$ cat src/rtl/mux_select_pkg.sv
// Shared types and constant helpers for the registered N-way result selector.
package mux_select_pkg;

  function automatic int clog2(input int n);
    int r;
    int v;
    r = 0;
    v = n - 1;
    while (v > 0) begin
      r = r + 1;
      v = v >> 1;
    end
    return r;
  endfunction

  // Captured entry is packed as {data, sel, err}.
  function automatic int entry_w(input int width, input int sel_w);
    return width + sel_w + 1;
  endfunction

  typedef enum logic [1:0] {
    OCC_EMPTY = 2'd0,
    OCC_FULL  = 2'd1,
    OCC_SKID  = 2'd2
  } occ_e;

endpackage

$ cat src/rtl/mux_select_pipe_if.sv
// Request/result handshake bundle for mux_select_pipe.
interface mux_select_pipe_if #(
  parameter int WIDTH      = 16,
  parameter int NUM_INPUTS = 4
);
  import mux_select_pkg::*;
  localparam int SEL_W = clog2(NUM_INPUTS);

  logic                        in_valid;
  logic                        in_ready;
  logic [NUM_INPUTS*WIDTH-1:0] in_data;
  logic [SEL_W-1:0]            in_sel;
  logic                        in_en;
  logic                        out_valid;
  logic                        out_ready;
  logic [WIDTH-1:0]            out_data;
  logic [SEL_W-1:0]            out_sel;
  logic                        out_err;

  modport master (
    output in_valid, in_data, in_sel, in_en, out_ready,
    input  in_ready, out_valid, out_data, out_sel, out_err
  );

  modport slave (
    input  in_valid, in_data, in_sel, in_en, out_ready,
    output in_ready, out_valid, out_data, out_sel, out_err
  );
endinterface

$ cat src/rtl/mux_select_comb.sv
// Combinational channel select with enable gating and out-of-range detection.
module mux_select_comb
  import mux_select_pkg::*;
#(
  parameter  int WIDTH      = 16,
  parameter  int NUM_INPUTS = 4,
  localparam int SEL_W      = clog2(NUM_INPUTS)
) (
  input  logic [NUM_INPUTS*WIDTH-1:0] data,
  input  logic [SEL_W-1:0]            sel,
  input  logic                        en,
  output logic [WIDTH-1:0]            res,
  output logic                        err
);

  logic [31:0]      sel_ext;
  logic [WIDTH-1:0] pick;

  always_comb begin
    sel_ext = 32'(sel);
    err     = (sel_ext >= 32'(NUM_INPUTS));
    pick    = '0;
    for (int k = 0; k < NUM_INPUTS; k++) begin
      if (sel_ext == 32'(k)) pick = data[k*WIDTH +: WIDTH];
    end
    // Out-of-range selects read as zero even when enabled.
    res = (en && !err) ? pick : '0;
  end

endmodule

$ cat src/rtl/mux_select_pipe.sv
// Registered N-way selector behind valid/ready; define MUX_SELECT_PIPE_SKID_EN
// for a one-entry skid buffer with in_ready driven from registered state.
module mux_select_pipe
  import mux_select_pkg::*;
#(
  parameter int WIDTH      = 16,
  parameter int NUM_INPUTS = 4
) (
  input logic              clk,
  input logic              rst_n,
  mux_select_pipe_if.slave bus
);

  localparam int SEL_W = clog2(NUM_INPUTS);
  localparam int EW    = entry_w(WIDTH, SEL_W);

  logic [WIDTH-1:0] capt_data;
  logic             capt_err;
  logic [EW-1:0]    capt_e;
  logic [EW-1:0]    out_e;
  occ_e             state, state_nxt;
  logic             acc, deq;
`ifdef MUX_SELECT_PIPE_SKID_EN
  logic [EW-1:0]    skid_e;
`endif

  mux_select_comb #(
    .WIDTH      (WIDTH),
    .NUM_INPUTS (NUM_INPUTS)
  ) u_comb (
    .data (bus.in_data),
    .sel  (bus.in_sel),
    .en   (bus.in_en),
    .res  (capt_data),
    .err  (capt_err)
  );

  assign capt_e = {capt_data, bus.in_sel, capt_err};
  assign acc    = bus.in_valid && bus.in_ready;
  assign deq    = bus.out_valid && bus.out_ready;

  always_ff @(posedge clk) begin
    if (!rst_n) state <= OCC_EMPTY;
    else        state <= state_nxt;
  end

  always_comb begin
    state_nxt = state;
    case (state)
      OCC_EMPTY: if (acc) state_nxt = OCC_FULL;
      OCC_FULL: begin
`ifdef MUX_SELECT_PIPE_SKID_EN
        if (acc && !deq)      state_nxt = OCC_SKID;
        else if (!acc && deq) state_nxt = OCC_EMPTY;
`else
        if (!acc && deq) state_nxt = OCC_EMPTY;
`endif
      end
      OCC_SKID:  if (deq) state_nxt = OCC_FULL;
      default:   state_nxt = OCC_EMPTY;
    endcase
  end

  always_comb begin
    bus.out_valid = (state != OCC_EMPTY);
`ifdef MUX_SELECT_PIPE_SKID_EN
    bus.in_ready  = rst_n && (state != OCC_SKID);
`else
    // Combinational out_ready -> in_ready path: refill on the same edge as drain.
    bus.in_ready  = rst_n && ((state == OCC_EMPTY) || bus.out_ready);
`endif
  end

  // ---- output / skid register stage ----
  always_ff @(posedge clk) begin
    if (!rst_n) begin
      out_e  <= '0;
`ifdef MUX_SELECT_PIPE_SKID_EN
      skid_e <= '0;
`endif
    end else begin
`ifdef MUX_SELECT_PIPE_SKID_EN
      if (state == OCC_SKID) begin
        if (deq) out_e <= skid_e;
      end else if (acc && ((state == OCC_EMPTY) || deq)) begin
        out_e <= capt_e;
      end else if (acc) begin
        skid_e <= capt_e;
      end
`else
      if (acc) out_e <= capt_e;
`endif
    end
  end

  assign {bus.out_data, bus.out_sel, bus.out_err} = out_e;

endmodule

$ cat src/flat_wrapper.sv
// flat-port wrapper written by rule: the top's interface ports become plain ports
module mux_select_pipe_flat import mux_select_pkg::*;
#(
  parameter int WIDTH      = 16,
  parameter int NUM_INPUTS = 4
)
  (clk, rst_n, bus_in_valid, bus_in_data, bus_in_sel, bus_in_en, bus_out_ready, bus_in_ready, bus_out_valid, bus_out_data, bus_out_sel, bus_out_err);
  mux_select_pipe_if #(.WIDTH(WIDTH), .NUM_INPUTS(NUM_INPUTS)) bus_i ();
  input logic clk;
  input logic rst_n;
  input wire logic [$bits(bus_i.in_valid)-1:0] bus_in_valid;
  input wire logic [$bits(bus_i.in_data)-1:0] bus_in_data;
  input wire logic [$bits(bus_i.in_sel)-1:0] bus_in_sel;
  input wire logic [$bits(bus_i.in_en)-1:0] bus_in_en;
  input wire logic [$bits(bus_i.out_ready)-1:0] bus_out_ready;
  output wire logic [$bits(bus_i.in_ready)-1:0] bus_in_ready;
  output wire logic [$bits(bus_i.out_valid)-1:0] bus_out_valid;
  output wire logic [$bits(bus_i.out_data)-1:0] bus_out_data;
  output wire logic [$bits(bus_i.out_sel)-1:0] bus_out_sel;
  output wire logic [$bits(bus_i.out_err)-1:0] bus_out_err;
  assign bus_i.in_valid = bus_in_valid;
  assign bus_i.in_data = bus_in_data;
  assign bus_i.in_sel = bus_in_sel;
  assign bus_i.in_en = bus_in_en;
  assign bus_i.out_ready = bus_out_ready;
  assign bus_in_ready = bus_i.in_ready;
  assign bus_out_valid = bus_i.out_valid;
  assign bus_out_data = bus_i.out_data;
  assign bus_out_sel = bus_i.out_sel;
  assign bus_out_err = bus_i.out_err;
  mux_select_pipe #(.WIDTH(WIDTH), .NUM_INPUTS(NUM_INPUTS)) u_core (.clk(clk), .rst_n(rst_n), .bus(bus_i));
endmodule
$ cat config.mk
export PLATFORM = sky130hd
export DESIGN_NAME = mux_select_pipe_flat
export DESIGN_NICKNAME = d
export VERILOG_FILES = /design/src/rtl/mux_select_pkg.sv /design/src/rtl/mux_select_pipe_if.sv /design/src/rtl/mux_select_comb.sv /design/src/rtl/mux_select_pipe.sv /design/src/flat_wrapper.sv
export SDC_FILE = /design/constraint.sdc
export NUM_CORES = 1
export LEC_CHECK = 0
export ABC_AREA = 1
export CAP_MARGIN = 40
export CORE_ASPECT_RATIO = 0.7
export CORE_MARGIN = 2
export CORE_UTILIZATION = 34
export DETAILED_ROUTE_END_ITERATION = 12
export PLACE_DENSITY = 0.91
export SLEW_MARGIN = 20
export SYNTH_ARGS = -nofsm -noshare
export SYNTH_HDL_FRONTEND = slang
export SYNTH_SLANG_ARGS = --single-unit
export TNS_END_PERCENT = 1
$ cat constraint.sdc
create_clock -name clk -period 1.48 [get_ports clk]
set_clock_uncertainty 0.2 [all_clocks]
set_input_delay 0.296 -clock clk [delete_from_list [all_inputs] [get_ports clk]]
set_output_delay 0.296 -clock clk [all_outputs]
set_load 0.01 [all_outputs]
==> results of run 1 <==
## per-stage QoR
| step | hold WS [ns] | utilization | setup TNS, ns | std cells | total power [W] |
|---|---|---|---|---|---|
| floorplan | 0.217 | - | 0 | 213 | 0.000723 |
| global placement | 0.236 | 0.661 | -6.20 | 363 | 0.00103 |
| detailed placement | 0.238 | 0.661 | -6.62 | 363 | 0.00104 |
| global route | 0.225 | 0.674 | -0.00816 | 369 | 0.00147 |
| CTS | 0.250 | 0.668 | -0.140 | 367 | 0.00139 |
| finish | 0.184 | 0.674 | 0 | 369 | 0.00137 |
## worst max-delay path, cell delays in order, from the launching register on
cell and delay, ns:
dfxtp_1 0.31, nand2_2 0.08, inv_2 0.04, nor2_1 0.10, buf_2 0.14
## synth_stat cells, types with 2 or more instances
master   number
nand2_1      90
nor2_1       33
dfxtp_1      19
nand3_1      18
inv_1        17
o21ai_1      10
buf_2         6
or2_0         6
inv_2         2
nor2_2        2
o21ai_0       2
## power breakdown
| part | leakage [nW] | switching, W | internal, W | total [W] |
|---|---|---|---|---|
| Clock | 0.0255 | 0.000178 | 0.000187 | 0.000366 |
| Combinational | 1.06 | 0.000179 | 0.000279 | 0.000458 |
| Sequential | 0.155 | 0.0000120 | 0.000538 | 0.000550 |
| Total | 1.24 | 0.000369 | 0.00100 | 0.00137 |
## metal layers
metal	wire length, um	up-vias	track usage
met1	1710	710	0.236
met4	15	0	0.0351
li1	-	856	-
met2	1800	73	0.362
met3	404	2	0.0787
met5	0	-	0
## registers in the layout, summed over array words and instances (netlist names)
register / count
u_core.out_e: 18
u_core.state: 1
## cell type report
cell class	instances	area share
Multi-Input combinational cell	167	0.310
Timing Repair Buffer	110	0.450
Clock inverter	1	0.00214
Sequential cell	19	0.163
Clock buffer	3	0.0177
Tap cell	50	0.0268
Inverter	19	0.0305
## worst paths after layout
path / start / endpoint / slack, ns / cells after the start
min: bus_in_valid / u_core.state[0] / 0.18 / 3
max: u_core.state[0] / bus_in_ready / 0.05 / 4
min reg2reg: u_core.out_e[18] / u_core.out_e[18] / 0.25 / 2
max reg2reg: u_core.state[0] / u_core.out_e[2] / 0.10 / 7
## kinds of logic (layout without fill, tap and decap cells)
family,after synthesis,in the layout,synth area share
buffers and inverters,27,133,0.0986
flip-flops,19,19,0.312
AND/OR/NAND/NOR,153,153,0.524
AO/OA/AOI/OAI,13,13,0.0626
other,1,1,0.00308
## repair_timing
| item | 4_1_cts | 5_1_grt |
|---|---|---|
| endpoints found under the setup margin | 36 | 18 |
| endpoints found under the hold margin | 0 | 0 |
| buffers inserted | 0 | 2 |
| pin swaps | 0 | 1 |
| resized for setup | 28 | 3 |
==> impl_metrics.ini, run 1 <==
[run_status]
status = finished clean

[die]
num_rows = 18
die_w_um = 75.6
boundaryPins = 92
coreArea_um2 = 3470
floorplan.initialDensity = 0.351
fp.dieH_um = 54.1
die_area_um2 = 4090

[worst_setup_path]
cp.required_ns = 0.98
worst-path-max-fanout = 2
critical_path_class = reg -> out
crit_path_start_kind = register
critPathCaptureType = output pin
crit_arrival_ns = 0.93

[pwr]
p_leak_nw = 1.24
powerDensity_nw_per_um2 = 587
ir_drop_v = 0.000278

[routing]
ant_nets = 0
drtPass1Iterations = 4
wirelength_mm = 3.93
vias = 1641
avgRoutedWirePerCell_um = 10.7
drcViolationCount = 0
vias_per_cell = 4.45
drtIter0Drc = 52

[hold_path]
hp-class = in -> reg

[timing]
finalHoldViolations = 0
setup_violations = 0
max_freq_mhz = 700
period_minus_slack_ns = 1.43
fin_crit_sh = 0.965
timing.final.ws_setup_ns = 0.0511
drv_slew = 0

[placed_design]
dpl.hpwl_mm = 3.21
io_buffer_count = 90
place.gp.congestion = 0.758
place_area_um2 = 2290
pre_cts_ws_ns = -0.576

[cts]
hold_buffers = 0
cts_tree = built
path_clk_slew_ns = 0.07
cts_made_buffers = 3
clockBufferDepth = 2
clock_sinks = 19
insertion_delay_ns = 0.26
htree_levels = 1
cts_root_buf = clkbuf_8

[yosys]
synth_warnings = 0
synth_top_area_frac = 0.312
ys_seq_area_frac = 0.312
yosysUniqueCellTypes = 19
synthCells = 213
synth-edff-count = 0
async_reset_ff_frac = 0
ys_ff_latch = 19
netlist_area_um2 = 1220
synth.area.top_cells = dfxtp_1 31%, nand2_1 28%, nor2_1 10%, nand3_1 7.4%, inv_1 5.2%
synth_top_cell_by_area = dfxtp_1
avgSynthCellArea_um2 = 5.72
syn_nets = 284
synthFlopType = dfxtp_1

[grt]
grt_pass1_wl_mm = 6.22
antenna_found_initial = 0
grt_max_degree = 19
grt.overflow.total = 0
grt_pass1_vias = 1466
grt_util_all_layers = 0.203

[run]
maxCapViolCount = 0

[finish]
fin_area_um2 = 2340
multi_input_area_um2 = 726
syn_to_final_growth_pct = 91.9
final_common_cell = nand2_1
finalNetCount = 391
layout-drive-gt1-share = 0.110
antenna_cells = 0
regArea_um2 = 380
fillCellCount = 342
layout_common_cells = 89 x nand2_1, 65 x clkdlybuf4s50_1, 33 x nor2_1, 21 x dlygate4sd2_1, 19 x dfxtp_1
Power figures use the tool's default switching activity.
==> run 2: changes to the inputs <==
--- a/config.mk
+++ b/config.mk
@@ -12,7 +12,6 @@
 export CORE_UTILIZATION = 34
 export DETAILED_ROUTE_END_ITERATION = 12
 export PLACE_DENSITY = 0.91
-export SLEW_MARGIN = 20
 export SYNTH_ARGS = -nofsm -noshare
 export SYNTH_HDL_FRONTEND = slang
 export SYNTH_SLANG_ARGS = --single-unit
==> results of run 2 <==
Same layout as run 1: the final DEF is identical, and so are final timing and power.
